==> src/rtl/ifmap_bank_writer.sv <==
// Loads the ifmap banks bank-major from a valid/ready stream, then enables the conv controller until it reports done.
// Optional IFMAP_LAST_CHECK_EN: cross-checks s_last against the word count and flags len_err.
module ifmap_bank_writer #(
  parameter int unsigned DATA_WIDTH     = 16,
  parameter int unsigned INPUT_NUM_MEM  = 10,
  parameter int unsigned WORDS_PER_BANK = 64,
  parameter int unsigned ADDR_WIDTH     = 6,
  parameter int unsigned BANK_SEL_WIDTH = 4
) (
  input  logic                     clock,
  input  logic                     reset,
  input  logic                     start_load,
  input  logic                     s_valid,
  output logic                     s_ready,
  input  logic [DATA_WIDTH-1:0]    s_data,
  input  logic                     s_last,
  output logic [INPUT_NUM_MEM-1:0] wr_en,
  output logic [ADDR_WIDTH-1:0]    wr_addr,
  output logic [DATA_WIDTH-1:0]    wr_data,
  output logic                     rd_en,
  output logic                     conv_enable,
  input  logic                     conv_done,
  output logic                     load_done,
  output logic                     busy,
  output logic                     len_err
);

  localparam logic [1:0] IDLE     = 2'd0;
  localparam logic [1:0] LOAD     = 2'd1;
  localparam logic [1:0] RUN      = 2'd2;
  localparam logic [1:0] WAIT_CLR = 2'd3;

  localparam logic [ADDR_WIDTH-1:0]     LAST_ADDR = ADDR_WIDTH'(WORDS_PER_BANK - 1);
  localparam logic [BANK_SEL_WIDTH-1:0] LAST_BANK = BANK_SEL_WIDTH'(INPUT_NUM_MEM - 1);

  logic [1:0]                state, state_nxt;
  logic [BANK_SEL_WIDTH-1:0] bank, bank_nxt;
  logic [ADDR_WIDTH-1:0]     addr, addr_nxt;
  logic                      conv_done_q;
  logic                      handshake, final_word;

  logic                      s_ready_nxt, rd_en_nxt, conv_enable_nxt, load_done_nxt, busy_nxt;
  logic [INPUT_NUM_MEM-1:0]  wr_en_nxt;
  logic [ADDR_WIDTH-1:0]     wr_addr_nxt;
  logic [DATA_WIDTH-1:0]     wr_data_nxt;

`ifdef IFMAP_LAST_CHECK_EN
  logic len_err_nxt;
`else
  logic unused_s_last;
  assign unused_s_last = s_last;
  assign len_err       = 1'b0;
`endif

  assign handshake  = s_valid && s_ready && (state == LOAD);
  assign final_word = (addr == LAST_ADDR) && (bank == LAST_BANK);

  // Next state, counters and next registered outputs
  always_comb begin
    state_nxt     = state;
    bank_nxt      = bank;
    addr_nxt      = addr;
    wr_en_nxt     = '0;
    wr_addr_nxt   = wr_addr;
    wr_data_nxt   = wr_data;
    load_done_nxt = 1'b0;
`ifdef IFMAP_LAST_CHECK_EN
    len_err_nxt   = len_err;
`endif

    case (state)
      IDLE: begin
        if (start_load) begin
          state_nxt = LOAD;
          bank_nxt  = '0;
          addr_nxt  = '0;
`ifdef IFMAP_LAST_CHECK_EN
          len_err_nxt = 1'b0;
`endif
        end
      end
      LOAD: begin
        if (handshake) begin
          wr_en_nxt   = INPUT_NUM_MEM'(1) << bank;
          wr_addr_nxt = addr;
          wr_data_nxt = s_data;
          if (final_word) begin
            // Counters park at zero so they never run past the last bank
            bank_nxt      = '0;
            addr_nxt      = '0;
            state_nxt     = RUN;
            load_done_nxt = 1'b1;
`ifdef IFMAP_LAST_CHECK_EN
            if (!s_last) len_err_nxt = 1'b1;
`endif
          end else begin
            if (addr == LAST_ADDR) begin
              addr_nxt = '0;
              bank_nxt = bank + BANK_SEL_WIDTH'(1);
            end else begin
              addr_nxt = addr + ADDR_WIDTH'(1);
            end
`ifdef IFMAP_LAST_CHECK_EN
            if (s_last) begin
              len_err_nxt = 1'b1;
              state_nxt   = IDLE;
            end
`endif
          end
        end
      end
      RUN: begin
        if (conv_done && !conv_done_q) state_nxt = WAIT_CLR;
      end
      WAIT_CLR: begin
        // A done level left high must not retrigger the next image
        if (!conv_done) state_nxt = IDLE;
      end
      default: state_nxt = IDLE;
    endcase

    s_ready_nxt     = (state_nxt == LOAD);
    conv_enable_nxt = (state == RUN) && (state_nxt == RUN);
    rd_en_nxt       = conv_enable_nxt;
    busy_nxt        = (state_nxt != IDLE);
  end

  always_ff @(posedge clock or posedge reset) begin
    if (reset) begin
      state       <= IDLE;
      bank        <= '0;
      addr        <= '0;
      conv_done_q <= 1'b0;
      s_ready     <= 1'b0;
      wr_en       <= '0;
      wr_addr     <= '0;
      wr_data     <= '0;
      rd_en       <= 1'b0;
      conv_enable <= 1'b0;
      load_done   <= 1'b0;
      busy        <= 1'b0;
    end else begin
      state       <= state_nxt;
      bank        <= bank_nxt;
      addr        <= addr_nxt;
      conv_done_q <= conv_done;
      s_ready     <= s_ready_nxt;
      wr_en       <= wr_en_nxt;
      wr_addr     <= wr_addr_nxt;
      wr_data     <= wr_data_nxt;
      rd_en       <= rd_en_nxt;
      conv_enable <= conv_enable_nxt;
      load_done   <= load_done_nxt;
      busy        <= busy_nxt;
    end
  end

`ifdef IFMAP_LAST_CHECK_EN
  always_ff @(posedge clock or posedge reset) begin
    if (reset) len_err <= 1'b0;
    else       len_err <= len_err_nxt;
  end
`endif

endmodule

==> config.mk <==
export PLATFORM = sky130hd
export DESIGN_NAME = ifmap_bank_writer
export DESIGN_NICKNAME = d
export VERILOG_FILES = /design/src/rtl/ifmap_bank_writer.sv
export SDC_FILE = /design/constraint.sdc
export NUM_CORES = 1
export LEC_CHECK = 0
export CAP_MARGIN = 20
export CORE_MARGIN = 10
export CORE_UTILIZATION = 43
export CTS_BUF_LIST = sky130_fd_sc_hd__clkbuf_16
export DETAILED_ROUTE_END_ITERATION = 12
export HOLD_SLACK_MARGIN = 0.1
export PLACE_DENSITY = 0.87
export SYNTH_ARGS = -nofsm -noshare
export SYNTH_HDL_FRONTEND = slang
export SYNTH_SLANG_ARGS = --single-unit
==> constraint.sdc <==
create_clock -name clock -period 1.6 [get_ports clock]
set_input_delay 0.32 -clock clock [delete_from_list [all_inputs] [get_ports clock]]
set_output_delay 0.32 -clock clock [all_outputs]
set_load 0.02 [all_outputs]
==> metrics.yaml <==
postSynthNetCount: 239
synth-edff-count: 0
tns_ns: 0
synth-adder-area-share_pct: 4.08
wl_per_cell_um: 14.5
synth_warnings: 0
grtUsageMet2_pct: 20.8
num_rows: 25
synth_compound_area_share_pct: 8.68
final_antenna_net_count: 0
synth_ff_type: "dfrtp_1"
num_vias: 1696
worst_clock_skew_ns: 0.00255
powerDensity_nw_per_um2: 1110
grt_pass1_wl_um: 8450
fin_cells: 343
met3_usage_pct: 4.32
cpPeakStageDelay_ns: 0.62
end_kind: "primary output"
vdd_ir_drop_max_mv: 0.541
setup_viol: 0
clock-root-buffer: "clkbuf_16"
grt_max_degree: 50
ys_types: 38
finalCriticalPeriod_ns: 1.57
top_usage_layer: "met2"
drc: 0
synth-xor-area-share_pct: 0
min_path_type: "primary input to asynchronous set/reset pin"
yosysTopAreaCellShare_pct: 57.1
clock_latency_ns: 0.28
io_buffers: 57
cp_max_fo: 2
firstDrtPassIters: 4
grt_setup_unrepaired: "no"
status: "completed"
syn_area_per_cell_um2: 10.2
layout.nets: 304
antenna_found_initial: 0
drv_slew: 0
track_usage_pct: 12.3
critPathArrivalTime_ns: 1.25
cap_violations: 0
antenna_cells: 0
syn_to_final_growth_pct: 40.9
drt_iter0_markers: 50
fillers: 382
cts_setup_buffers: 0
synth_common_cells: "nand2_1, dfrtp_1, o21ai_1"
leakagePower_nw: 1.57
die_y_um: 90.7
ios: 60
h-tree-depth: 2
cpMaxStageDelayCell: "clkdlybuf4s50_1"
cts_buffer_depth: 2
gp_congestion: 0.841
grt_overflow: 0
finalHoldViolCount: 0
period_share_pct: 97.8
synth_top_cells_by_area: "dfrtp_1, nand2_1, ha_1"
syn_area_um2: 2150
dp_hpwl_um: 3620
yosysMostFrequentCell: "nand2_1"
met1_usage_pct: 14.3
netlist_instances: 210
synth_top_family_by_area: "simple AND/OR/NAND/NOR gates"
place_inst: 335
dieWidth_um: 90.7
routed_via_density: 4.94
start_util_pct: 44.9
path_cells: "clkdlybuf4s50_1"
coreArea_um2: 4790
tritoncts: "built"
synth_seq_cells: 49
drive_above_1_share_pct: 10.1
routed_wl_um: 4960
path_clk_slew_ns: 0.06
yosys.area_share.simple_pct: 25.8
die_area_um2: 8220
synthMuxAreaShare_pct: 0
yosysTopAreaCell: "dfrtp_1"
critPathBufInv: 1
critical_path_class: "flop to primary output"
clock_sinks: 49
crit_family: "buffers and inverters"
fmax_ghz: 0.639
critPathRequiredTime_ns: 1.28
ys_async_sr_fraction_pct: 100
grt_pass1_vias: 1749
cts_hold_buf: 0
startpoint_type: "flop"
seq_area_frac_synth_pct: 57.1
numCtsBuffers: 5
-- cells by family (layout without fill, tap and decap cells) --
kind of cell | count (synthesis) | in the layout
AOI/OAI and AO/OA | 28 | 28
adders and majority gates | 7 | 7
buffers and inverters | 16 | 82
DFF | 49 | 49
other | 1 | 1
and+or+nand+nor | 109 | 109
-- layout by cell type (no fill, tap or decap), types with 2 or more instances in the layout --
master,Yosys,routed
ha_1,7,7
o211ai_1,2,2
dfrtp_1,49,49
a21o_1,3,3
dlymetal6s2s_1,0,14
clkbuf_16,0,5
a21oi_1,5,5
o21ai_1,8,8
and3_1,4,4
buf_4,2,10
and2_1,6,6
nor2_1,7,7
nor2b_1,3,3
nor3_1,3,3
nand2_1,67,67
o21ai_0,6,6
nand3_1,3,3
inv_1,6,6
and3_4,2,2
clkdlybuf4s50_1,0,42
-- report_power, final --
| group | switching, mW | leakage, nW | internal [mW] |
|---|---|---|---|
| Combinational | 0.388 | 0.870 | 0.334 |
| Sequential | 0.116 | 0.613 | 1.39 |
| Clock | 0.411 | 0.0826 | 0.725 |
| Total | 0.914 | 1.57 | 2.45 |
-- metrics by stage --
stage               power (mW)  setup WS [ns]  cell area (µm²)  utilization, %  hold WS, ns
detailed placement        2.26         -0.119             2830            59.1        0.462
floorplan                 1.90          0.107             2150               -        0.351
finish                    3.36         0.0349             3030            63.2        0.393
global placement          2.23        -0.0804             2830            59.1        0.456
CTS                       3.42         0.0112             2990            62.5        0.401
global route              3.54        0.00153             3030            63.2        0.423
-- per-layer routing --
layer	part of all wire, %	wire [µm]	vias to the layer above
li1	-	-	822
met1	42	2090	817
met2	50	2500	51
met3	6.2	307	6
met4	1.2	61	0
met5	0	0	-
-- sequential cells by signal, indices dropped and copies added, names as in the netlist, 2 cells and up --
register / cells
state: 2
wr_addr: 6
bank: 4
wr_data: 16
wr_en: 10
addr: 6
-- cell type report --
type / instances / area, µm² / share of cell area (%)
Multi-Input combinational cell: 145 / 831 / 27.5
Sequential cell: 49 / 1230 / 40.5
Clock buffer: 5 / 125 / 4.14
Timing Repair Buffer: 68 / 699 / 23.1
Clock inverter: 3 / 37.5 / 1.24
Inverter: 6 / 22.5 / 0.744
Tap cell: 67 / 83.8 / 2.77
-- final timing paths --
| kind | start | to | slack [ns] | cells past startpoint |
|---|---|---|---|---|
| setup / recovery | wr_addr[2] | wr_addr[2] | 0.03 | 1 |
| hold / removal | reset | wr_data[2] | 0.39 | 3 |
| setup reg to reg | bank[1] | state[0] | 0.16 | 5 |
| hold reg to reg | wr_addr[0] | wr_addr[0] | 0.48 | 2 |
| max in group asynchronous | reset | wr_data[12] | 0.99 | 3 |
| min in group clock | wr_addr[0] | wr_addr[0] | 0.48 | 2 |
-- what timing repair did --
action	CTS	global route
pin swaps	0	0
gates resized for setup	1	14
setup endpoints to repair	1	14
(Power assumes the default switching activity.)
